File: config.mk
export PLATFORM = sky130hd
export DESIGN_NAME = booth_mul16_flat
export DESIGN_NICKNAME = d
export VERILOG_FILES = /design/src/rtl/booth_mul16_if.sv /design/src/rtl/booth_mul16.sv /design/src/flat_wrapper.sv
export SDC_FILE = /design/constraint.sdc
export NUM_CORES = 1
export LEC_CHECK = 0
export CAP_MARGIN = 10
export CELL_PAD_IN_SITES_DETAIL_PLACEMENT = 0
export CELL_PAD_IN_SITES_GLOBAL_PLACEMENT = 1
export CORE_MARGIN = 4
export CORE_UTILIZATION = 40
export CTS_BUF_LIST = sky130_fd_sc_hd__clkbuf_16
export DETAILED_ROUTE_END_ITERATION = 7
export HOLD_SLACK_MARGIN = 0.05
export MAX_ROUTING_LAYER = met4
export PLACE_DENSITY = 0.82
export SLEW_MARGIN = 5
export SYNTH_ARGS = -nofsm -noshare
export SYNTH_HDL_FRONTEND = slang
export SYNTH_SLANG_ARGS = --single-unit
File: constraint.sdc
create_clock -name clk -period 4 [get_ports clk]
set_input_delay 1 -clock clk [delete_from_list [all_inputs] [get_ports clk]]
set_output_delay 1 -clock clk [all_outputs]
set_load 0.02 [all_outputs]
File: src/rtl/booth_mul16_if.sv
//----------------------------------------------------------------------------
// booth_mul16_if
//----------------------------------------------------------------------------
// Handshake bundle for the sequential Booth multiplier.
//   in_valid / in_ready  : operand handshake (a, b signed 16-bit)
//   out_valid / out_ready: result handshake (product signed 32-bit)
//   busy                 : multiplier is in RUN or DONE
// Modports: master = operand producer / result consumer, slave = multiplier.
// Revision: 1.0 - initial release
//----------------------------------------------------------------------------
`default_nettype none

interface booth_mul16_if;
  logic        in_valid;
  logic        in_ready;
  logic [15:0] a;
  logic [15:0] b;
  logic        out_valid;
  logic        out_ready;
  logic [31:0] product;
  logic        busy;

  modport master (
    output in_valid, a, b, out_ready,
    input  in_ready, out_valid, product, busy
  );

  modport slave (
    input  in_valid, a, b, out_ready,
    output in_ready, out_valid, product, busy
  );
endinterface

`default_nettype wire

File: src/rtl/booth_mul16.sv
//----------------------------------------------------------------------------
// booth_mul16
//----------------------------------------------------------------------------
// Sequential 16x16 signed radix-2 Booth multiplier. One Booth step per clock
// through a single AdderSubtractor16; 16 steps after acceptance the 32-bit
// product is presented on a valid/ready handshake.
// Ports:
//   clk    : rising-edge clock
//   rst_n  : asynchronous active-low reset
//   bus    : booth_mul16_if.slave (operands, product, handshakes, busy)
// Revision: 1.0 - initial release
//----------------------------------------------------------------------------
`default_nettype none

// 16-bit adder/subtractor: out = m ? a - b : a + b, f = signed overflow.
// Carry-out is not needed by the multiplier datapath and is not provided.
module AdderSubtractor16 (
  input  wire logic [15:0] a,
  input  wire logic [15:0] b,
  input  wire logic        m,
  output logic      [15:0] out,
  output logic             f
);
  logic [15:0] w_b;

  assign w_b = b ^ {16{m}};
  assign out = a + w_b + {15'd0, m};
  // Overflow: operands of equal sign producing a result of the other sign.
  assign f   = (a[15] == w_b[15]) && (out[15] != a[15]);
endmodule

module booth_mul16 (
  input  wire logic     clk,
  input  wire logic     rst_n,
  booth_mul16_if.slave  bus
);
  localparam logic [1:0] S_IDLE = 2'd0;
  localparam logic [1:0] S_RUN  = 2'd1;
  localparam logic [1:0] S_DONE = 2'd2;

  logic [1:0]  r_state;
  logic [1:0]  w_next;

  logic [15:0] r_m;
  logic [15:0] r_a;
  logic [15:0] r_q;
  logic        r_q1;
  logic [4:0]  r_cnt;

  logic        w_sub;
  logic        w_sel;
  logic [15:0] w_out;
  logic        w_f;
  logic [15:0] w_s;
  logic        w_sgn;

  // Booth recoding of {Q[0], q1}: 10 -> A-M, 01 -> A+M, 00/11 -> keep A.
  assign w_sub = r_q[0] & ~r_q1;
  assign w_sel = r_q[0] ^ r_q1;

  AdderSubtractor16 u_addsub (
    .a   (r_a),
    .b   (r_m),
    .m   (w_sub),
    .out (w_out),
    .f   (w_f)
  );

  assign w_s   = w_sel ? w_out : r_a;
  // The true sign of the 17-bit step result: on overflow the 16-bit sign
  // bit is inverted. This keeps M = -32768 exact.
  assign w_sgn = w_sel ? (w_out[15] ^ w_f) : r_a[15];

  // State register
  always_ff @(posedge clk or negedge rst_n) begin
    if (!rst_n) begin
      r_state <= S_IDLE;
    end else begin
      r_state <= w_next;
    end
  end

  // Next-state logic
  always_comb begin
    w_next = r_state;
    case (r_state)
      S_IDLE:  if (bus.in_valid)    w_next = S_RUN;
      S_RUN:   if (r_cnt == 5'd15)  w_next = S_DONE;
      S_DONE:  if (bus.out_ready)   w_next = S_IDLE;
      default: w_next = S_IDLE;
    endcase
  end

  // Output logic
  always_comb begin
    bus.in_ready  = 1'b0;
    bus.out_valid = 1'b0;
    bus.busy      = 1'b0;
    case (r_state)
      S_IDLE:  bus.in_ready  = 1'b1;
      S_RUN:   bus.busy      = 1'b1;
      S_DONE: begin
        bus.out_valid = 1'b1;
        bus.busy      = 1'b1;
      end
      default: bus.in_ready  = 1'b1;
    endcase
  end

  assign bus.product = {r_a, r_q};

  // Datapath: load on acceptance, one arithmetic right shift of
  // {sgn, S, Q} per RUN cycle, hold in DONE.
  always_ff @(posedge clk or negedge rst_n) begin
    if (!rst_n) begin
      r_m   <= 16'd0;
      r_a   <= 16'd0;
      r_q   <= 16'd0;
      r_q1  <= 1'b0;
      r_cnt <= 5'd0;
    end else begin
      case (r_state)
        S_IDLE: begin
          if (bus.in_valid) begin
            r_m   <= bus.a;
            r_a   <= 16'd0;
            r_q   <= bus.b;
            r_q1  <= 1'b0;
            r_cnt <= 5'd0;
          end
        end
        S_RUN: begin
          {r_a, r_q, r_q1} <= {w_sgn, w_s, r_q};
          r_cnt            <= r_cnt + 5'd1;
        end
        default: ;
      endcase
    end
  end
endmodule

`default_nettype wire

File: src/flat_wrapper.sv
// flat-port wrapper written by rule: the top's interface ports become plain ports
module booth_mul16_flat 
  (clk, rst_n, bus_in_valid, bus_a, bus_b, bus_out_ready, bus_in_ready, bus_out_valid, bus_product, bus_busy);
  booth_mul16_if bus_i ();
  input  wire logic clk;
  input  wire logic rst_n;
  input wire logic [$bits(bus_i.in_valid)-1:0] bus_in_valid;
  input wire logic [$bits(bus_i.a)-1:0] bus_a;
  input wire logic [$bits(bus_i.b)-1:0] bus_b;
  input wire logic [$bits(bus_i.out_ready)-1:0] bus_out_ready;
  output wire logic [$bits(bus_i.in_ready)-1:0] bus_in_ready;
  output wire logic [$bits(bus_i.out_valid)-1:0] bus_out_valid;
  output wire logic [$bits(bus_i.product)-1:0] bus_product;
  output wire logic [$bits(bus_i.busy)-1:0] bus_busy;
  assign bus_i.in_valid = bus_in_valid;
  assign bus_i.a = bus_a;
  assign bus_i.b = bus_b;
  assign bus_i.out_ready = bus_out_ready;
  assign bus_in_ready = bus_i.in_ready;
  assign bus_out_valid = bus_i.out_valid;
  assign bus_product = bus_i.product;
  assign bus_busy = bus_i.busy;
  booth_mul16 u_core (.clk(clk), .rst_n(rst_n), .bus(bus_i));
endmodule
; After elaboration in Yosys (flattened, before gate mapping)
; Cells that the tools add are included.
[totals]
in_bits = 36
regBits = 56
elab_cells = 49
out_inout_bits = 35
[classes]
bitwise_logic = 5
n_eq_ne = 9
mux = 17
addsub = 3
n_reduce_logical = 8
[ops]
columns = op, n
row1 = $pmux 16 s2, 2
row2 = $mux 16, 3
row3 = $add 16x1->16, 1
row4 = $add 16x16->16, 1
row5 = $xor 16x16->16, 1
row6 = $pmux 5 s2, 1
row7 = $mux 2, 3
row8 = $pmux 2 s3, 1
row9 = $reduce_and 3->1, 2
row10 = $add 5x1->5 const B, 1
row11 = $eq 5x4->1 const B, 1
row12 = $mux 1, 5
row13 = $mux 5, 1
row14 = $ne 2x1->1 const B, 2
row15 = $ne 2x2->1 const B, 2
row16 = $reduce_and 2->1, 2
row17 = $eq 2x1->1 const B, 1
row18 = $eq 2x2->1 const B, 1
row19 = $logic_not 2->1, 1
row20 = $pmux 1 s2, 1
row21 = $reduce_bool 2->1, 1
row22 = $reduce_or 2->1, 1
row23 = $xor 1x1->1, 2
row24 = $and 1x1->1, 1
row25 = 4 further kinds, 4

; Depth between registers and ports, before layout
; Gate-level depths: netlist of the first run.
[logic_depth]
depth_word = 10
depth_mapped = 14
mapped_depth_nobuf = 11

; Cells and area by module
; From an unflattened synthesis of the first run, not the netlist that was laid out.
[unflattened]
cells_unflattened = 365
hier_area_um2 = 3613.5
[by_module_without_submodules]
columns = module, cells_per_inst, n_inst, area_each_um2, seq_area_each_um2
row1 = booth_mul16, 232, 1, 2623.8, 1401.3
row2 = AdderSubtractor16, 133, 1, 989.7, 0.0

; Worst setup path after synthesis of the first run
; OpenSTA, ideal clock, no wires.
[synth_timing]
path_type = flip-flop to flip-flop
from = register u_core.r_q[0]
to = register u_core.r_a[13]
synth_period_minus_slack_ps = 3108
path_slack_ps = 892
n_path_buf = 2
path_stages_with_launch = 13
t_arrival_ps = 2976
required_time_ps = 3868
cell_sequence = dfrtp_1 -> ha_1 -> buf_6 -> clkbuf_1 -> xor2_1 -> fa_1 -> a211oi_2 -> o21bai_1 -> a21o_1 -> a221oi_2 -> o21ai_1 -> xnor2_1 -> o21ai_1
[synth_between]
elab_chain_cells = 6
[synth_lines]
columns = item, line_no
row1 = from (decl), booth_mul16.sv:46  ; logic [15:0] r_q;
row2 = from (signal assigned), booth_mul16.sv:127  ; r_q <= bus.b;
row3 = from (signal assigned), booth_mul16.sv:133  ; {r_a, r_q, r_q1} <= {w_sgn, w_s, r_q};
row4 = $and 1x1->1, booth_mul16.sv:58  ; assign w_sub = r_q[0] & ~r_q1;
row5 = $xor 16x16->16, booth_mul16.sv:26  ; assign w_b = b ^ {16{m}};
row6 = $add 16x16->16, booth_mul16.sv:27  ; assign out = a + w_b + {15'd0, m};
row7 = $add 16x1->16, booth_mul16.sv:27
row8 = $mux 16 *, booth_mul16.sv:69  ; assign w_s = w_sel ? w_out : r_a;
row9 = $pmux 16 s2 *, booth_mul16.sv:122  ; case (r_state)
row10 = to (signal assigned), booth_mul16.sv:133
row11 = to (decl), booth_mul16.sv:45  ; logic [15:0] r_a;
; Every way passes the cells marked *; elsewhere a longest branch is shown, timed or not.
; A chain may end at the register's enable or synchronous reset.

; Worst setup path in the final report of the first run
[layout_timing]
from = register u_core.r_q1
to = register u_core.r_a[13]
[layout_between]
elab_chain_cells = 7
[layout_lines]
columns = item, line_no
row1 = from (decl), booth_mul16.sv:47  ; logic r_q1;
row2 = from (signal assigned), booth_mul16.sv:133
row3 = $not 1->1, booth_mul16.sv:58
row4 = $and 1x1->1, booth_mul16.sv:58
row5 = $xor 16x16->16, booth_mul16.sv:26
row6 = $add 16x16->16, booth_mul16.sv:27
row7 = $add 16x1->16, booth_mul16.sv:27
row8 = $mux 16 *, booth_mul16.sv:69
row9 = $pmux 16 s2 *, booth_mul16.sv:122
; Marks and branches as above.

==> results of run 1 <==
-- state kept, by name, indices dropped and copies added (netlist names) --
signal and count:
u_core.r_m 16, u_core.r_q1 1, u_core.r_cnt 5, u_core.r_q 16
u_core.r_a 16, u_core.r_state 2
-- logic make-up after synthesis --
kind of cell               synth area share
and+or+nand+nor                     0.09724
adders and majority gates           0.08926
muxes                                0.1081
xor gates and xnor gates            0.07366
DFF                                  0.4064
buffers and inverters               0.04282
AOI/OAI and AO/OA                    0.1825
-- final cells by class --
| type | instances | area, µm² |
|---|---|---|
| fill | 786 | 3909 |
| multi-input combinational | 256 | 1911 |
| sequential | 56 | 1401 |
| timing repair buffer | 75 | 753.2 |
| tap | 105 | 131.4 |
| clock buffer | 5 | 125.1 |
| inverter | 11 | 41.29 |
| clock inverter | 3 | 27.53 |
-- layer usage --
| layer | vias up | GRT usage | share of wire | wire length (µm) |
|---|---|---|---|---|
| li1 | 1347 | - | - | - |
| met1 | 1295 | 0.2291 | 0.48 | 3749 |
| met2 | 64 | 0.2704 | 0.47 | 3669 |
| met5 | - | - | 0 | 0 |
| met3 | 8 | 0.02353 | 0.047 | 372 |
| met4 | 0 | 0.03834 | 0.012 | 93 |
-- worst max path at each step --
stage,startpoint,end,cells after the start
2_1_floorplan,u_core.r_q[0]$_DFFE_PN0P_,u_core.r_a[13]$_DFFE_PN0P_,12
3_3_place_gp,u_core.r_q1$_DFFE_PN0P_,u_core.r_a[13]$_DFFE_PN0P_,11
3_5_place_dp,u_core.r_q1$_DFFE_PN0P_,u_core.r_a[13]$_DFFE_PN0P_,11
4_1_cts,u_core.r_q1$_DFFE_PN0P_,u_core.r_a[13]$_DFFE_PN0P_,11
5_1_grt,u_core.r_q1$_DFFE_PN0P_,u_core.r_a[13]$_DFFE_PN0P_,11
6_report,u_core.r_q1$_DFFE_PN0P_,u_core.r_a[13]$_DFFE_PN0P_,11
-- through the flow --
stage / total power (µW) / hold slack, ns
6_report: 4187 / 0.5166
4_1_cts: 4181 / 0.5197
3_5_place_dp: 3710 / 0.5015
5_1_grt: 4576 / 0.5464
3_3_place_gp: 3665 / 0.4918
2_1_floorplan: 3018 / 0.4818
-- Yosys cell counts (6+ instances only) --
cell type / count / area, µm²
dfrtp_1: 56 / 1401
a32oi_1: 10 / 87.58
xor2_1: 22 / 192.7
mux2_2: 18 / 202.7
inv_1: 11 / 41.29
o21ai_1: 16 / 80.08
xnor2_1: 7 / 61.31
a21oi_1: 17 / 85.08
mux2i_1: 17 / 170.2
o21ai_0: 28 / 140.1
ha_1: 23 / 287.8
clkbuf_1: 10 / 37.54
nor2_1: 6 / 22.52
nand2_1: 42 / 157.7
-- power breakdown --
part	internal (µW)	switching [µW]	total, µW
sequential	806	190	996
clock	238	214	452
combinational	1200	1540	2740
-- critical path, cell delays in order, from the launching register on --
cell	delay, ns
dfrtp_1	0.37
inv_1	0.06
ha_1	0.80
xor2_1	0.23
fa_1	0.51
a211oi_2	0.20
o21bai_1	0.12
a21o_1	0.23
a221oi_2	0.34
o21ai_1	0.13
xnor2_1	0.15
o21ai_1	0.07
==> metrics.txt, run 1 <==
area grow syn2layout 27.32%; Overflow after GRT 0; Async S/R FF share, synth 1.000; fin area approximately 4400 µm²; EDFF count, synth 0; total length of routed wires approximately 8000 µm; DRT iter0 DRCs 85; hold buffers post-CTS 0; hpwl dp approximately 5700 µm; # Post-CTS Setup Buffers 0; H-tree depth 2; Worst-Skew Late Latency 0.30 ns; Synth Instances 339; Synth Flop Type dfrtp_1; post-DR wirelength/cell 15.43 µm; Final Setup Violations 0; Worst Hold Class reg -> reg; die width a little over 100 µm; critical register-to-register path endpoint u_core.r_a[13]$_DFFE_PN0P_; RSZ-0062 raised after global routing false; RD Place Congestion ~0.92; Root Driver clkbuf_16; total CTS buffers 5; Crit Path Max Fanout 16; minimum clock period ~3.3 ns; pin count of the biggest net entering global routing just over 50; FF-to-FF path depth 11; FMAX 299.1 MHz; r2r setup slk 0.66 ns; Yosys warning total 0; Die Span Y approximately 100 µm; Hold Path Depth 2; # diodes 0; commonest non-fill, non-tap cell in the layout clkdlybuf4s50_1; pre-CTS WS roughly 0.67 ns; fin cells approximately 500; relative slew slack 0.3467; port bufs 70; syn avg cell area a little over 10 µm²; Final TNS setup 0 ns; Detailed Routing Iterations Pass 1 6; most frequent cells in the layout clkdlybuf4s50_1 (69), dfrtp_1 (56), nand2_1 (42); post-synthesis net count 399; CP startpoint kind flip-flop; Rows 33; die area a little over 10000 µm²; CORE AREA roughly 8300 µm²; fin nets 465; initial antenna violation count 0; vias in the first global route 2798; flops & latches, synth 56; Seq/Total Area, Yosys 0.4064; first-pass GRT wire length ~14000 µm; # resized after CTS 0; fin. max-slew vios 0; critical path class reg -> reg; CP required about 4.2 ns; pwr dens 953.7 nW/µm²; Post-Synthesis Cell Area around 3400 µm²; Initial Util 0.4155; reg2reg start u_core.r_q1$_DFFE_PN0P_; total track usage 0.1692; Final Hold Viols 0; Reg clk slew, reported paths around 0.080 ns; Pleak between 0.0015 and 0.002 µW; crit end category flip-flop; Worst VDD drop around 400 µV; I/O Pins 71; layout cell share with drive strength beyond 1 0.1108; outcome completed; Placed Cells 502; routed vias/inst ~5.3; Yosys cell types 51; Clock Sinks 56; max-cap viol count 0; worst slew pin tran a little under 1 ns; crit share post-route 0.8359; DRT antenna net count 0; Placed Area 4210 µm²; Final Util 0.5290; maximum clock path buffer count 2; # DRC 0; clock tree from TritonCTS yes; hold path start u_core.r_q[11]$_DFFE_PN0P_; WP data arrival roughly 3.5 ns; hold endpoint u_core.r_q[11]$_DFFE_PN0P_; Final Skew 0.005948 ns; setup slack after layout around 0.66 ns; via count around 2700
(Power assumes the default switching activity.)
==> run 2, diff against run 1 <==
- CORE_UTILIZATION: 40 -> 36
- PLACE_DENSITY: 0.82 -> 0.78
- clock period: 4 -> 2.84 ns (I/O delays scaled with it)
==> run 2 against run 1 <==
  * Clock skew barely moved
  * Sequential power is 42% higher
  * Worst hold slack lost 0.10 ns
  * Flip-flop and latch count is the same
  * Clock power grew 43%
  * Register-to-register slack got worse by 0.51 ns
  * First-iteration DRC count increased by 3.5%
  * Combinational power rose by 45%
  * Routed wire length increased by 1.2%
  * Clock-buffer cell count unchanged
  * Final area rose by 2.5%
  * Critical path type unchanged
==> metrics.txt, run 2 (synthesized netlist as in run 1, its figures left out) <==
Worst VDD drop 584.2 µV (+44%); DRT iter0 DRCs 88 (+3.5%); WHS 0.4125 ns (-0.1041 ns); Final Setup Violations 0 (unchanged); RSZ-0062 raised after global routing false; total CTS buffers 5 (unchanged); pwr dens 1339 nW/µm² (+40%); clock tree from TritonCTS yes; initial antenna violation count 0 (unchanged); minimum clock period 2.695 ns (-0.6486 ns); CP delay by family, top simple AND/OR/NAND/NOR gates; die width 105.9 µm (+5.0%); CORE AREA 9284 µm² (+12%); pin count of the biggest net entering global routing 51 (unchanged); port bufs 70 (unchanged); Worst-Skew Late Latency 0.30 ns (about the same); total length of routed wires 7978 µm (+1.2%); CP max-delay cell dfrtp_2; layout cell share with drive strength beyond 1 0.1359 (+0.02508); crit-path max cell delay 0.44 ns (-0.36 ns); hold buffers post-CTS 0 (unchanged); Rows 35 (+6.1%); worst slew pin tran 1.169 ns (+0.1886 ns); most frequent cells in the layout clkdlybuf4s50_1 (69), dfrtp_1 (55), nand2_1 (42); fin nets 471 (+1.3%); CP required 3.01 ns (-1.17 ns); FF-to-FF path depth 11 (unchanged); total track usage 0.1516 (-0.01766); FMAX 371.1 MHz (+24%); RD Place Congestion 0.9031 (-2.1%); CP startpoint kind flip-flop; post-DR wirelength/cell 14.75 µm (-4.4%); I/O Pins 71 (unchanged); routed vias/inst 5.048 (-5.0%); Detailed Routing Iterations Pass 1 4 (-2); Overflow after GRT 0 (unchanged); via count 2731 (+0.63%); Final TNS setup 0 ns (unchanged); critical path class reg -> reg; cells along the critical path ha_4, buf_8, xor2_2, ha_1, a21oi_2, o21ai_1, or3_1, or3_1, o211ai_2, xor2_1, o21ai_1; die area 11210 µm² (+10%); critical path depth 11 (unchanged); Crit Path Max Fanout 8 (-8); # DRC 0 (unchanged); first-pass GRT wire length 13600 µm (+0.51%); vias in the first global route 2758 (-1.4%); area grow syn2layout 30.44%; crit share post-route 0.9489 (+0.1130); Worst Hold Class in -> async; Final Hold Viols 0 (unchanged); Pleak 0.001935 µW (+1.5%); Root Driver clkbuf_16; Die Span Y 105.9 µm (+5.0%); max-cap viol count 0 (unchanged); fin. max-slew vios 0 (unchanged); Clock Sinks 56 (unchanged); WP data arrival 2.87 ns (-0.65 ns); top flop regs u_core.r_a x16, u_core.r_m x16, u_core.r_q x16; Final Skew 0.006408 ns (+0.0004599 ns); Initial Util 0.3714 (-0.04407); maximum clock path buffer count 2 (unchanged); hpwl dp 5812 µm (+2.3%); # diodes 0 (unchanged); DRT antenna net count 0 (unchanged); crit end category flip-flop; relative slew slack 0.2180 (-0.1287); worst path bufs/invs 1 (unchanged); outcome completed; H-tree depth 2 (unchanged); commonest non-fill, non-tap cell in the layout clkdlybuf4s50_1; Reg clk slew, reported paths 0.08 ns (about the same)
[run 2: metal layers]
metal	GRT usage	wire length (µm)
met1	0.2087	3936
met2	0.2341	3584
met3	0.02694	369
met4	0.03423	88
met5	-	0
[run 2: worst paths after layout]
path	startpoint	endpoint	slack, ns
max in group asynchronous	rst_n	u_core.r_a[7]$_DFFE_PN0P_	1.85
hold / removal	rst_n	u_core.r_state[1]$_DFFE_PN0P_	0.41
hold reg to reg	u_core.r_q[11]$_DFFE_PN0P_	u_core.r_q[11]$_DFFE_PN0P_	0.51
setup / recovery	u_core.r_q[0]$_DFFE_PN0P_	u_core.r_a[14]$_DFFE_PN0P_	0.15
min in group clk	u_core.r_q[11]$_DFFE_PN0P_	u_core.r_q[11]$_DFFE_PN0P_	0.51
setup reg to reg	u_core.r_q[0]$_DFFE_PN0P_	u_core.r_a[14]$_DFFE_PN0P_	0.15
[run 2: where the power goes]
group | internal [µW] | switching, µW | total (µW)
combinational | 1780 | 2190 | 3970
clock | 336 | 312 | 647
sequential | 1140 | 271 | 1410
[run 2: area by class of cell]
cell class	count	area, µm²
Fill cell	921	4786
Multi-Input combinational cell	256	1942
Sequential cell	56	1403
Clock inverter	3	27.53
Timing Repair Buffer	81	798.3
Clock buffer	5	125.1
Inverter	11	41.29
Tap cell	129	161.4
[run 2: through the flow]
step,total power (µW),area (µm²),utilization,cells,worst slack [ns]
2_1_floorplan,4264,3456,-,339,0.02498
3_5_place_dp,5320,4309,0.4642,533,0.06892
5_1_grt,6587,4498,0.4845,541,0.02766
3_3_place_gp,5271,4309,0.4642,533,0.1140
6_report,6022,4498,0.4845,541,0.1451
4_1_cts,5999,4462,0.4806,541,0.03891
[run 2: what timing repair did]
action / in CTS / in global routing
endpoints found under the setup margin: 0 / 5
resized for setup: 0 / 7
buffers inserted: 0 / 0
[run 2: worst register-to-register path: cells and delay by family (launching register included)]
family	cells	cell delay (ns)
AO/OA/AOI/OAI	4	0.45
flip-flops	1	0.44
AND/OR/NAND/NOR	2	0.71
XOR/XNOR	2	0.31
buffers and inverters	1	0.15
adder cells (fa/ha/maj)	2	0.50
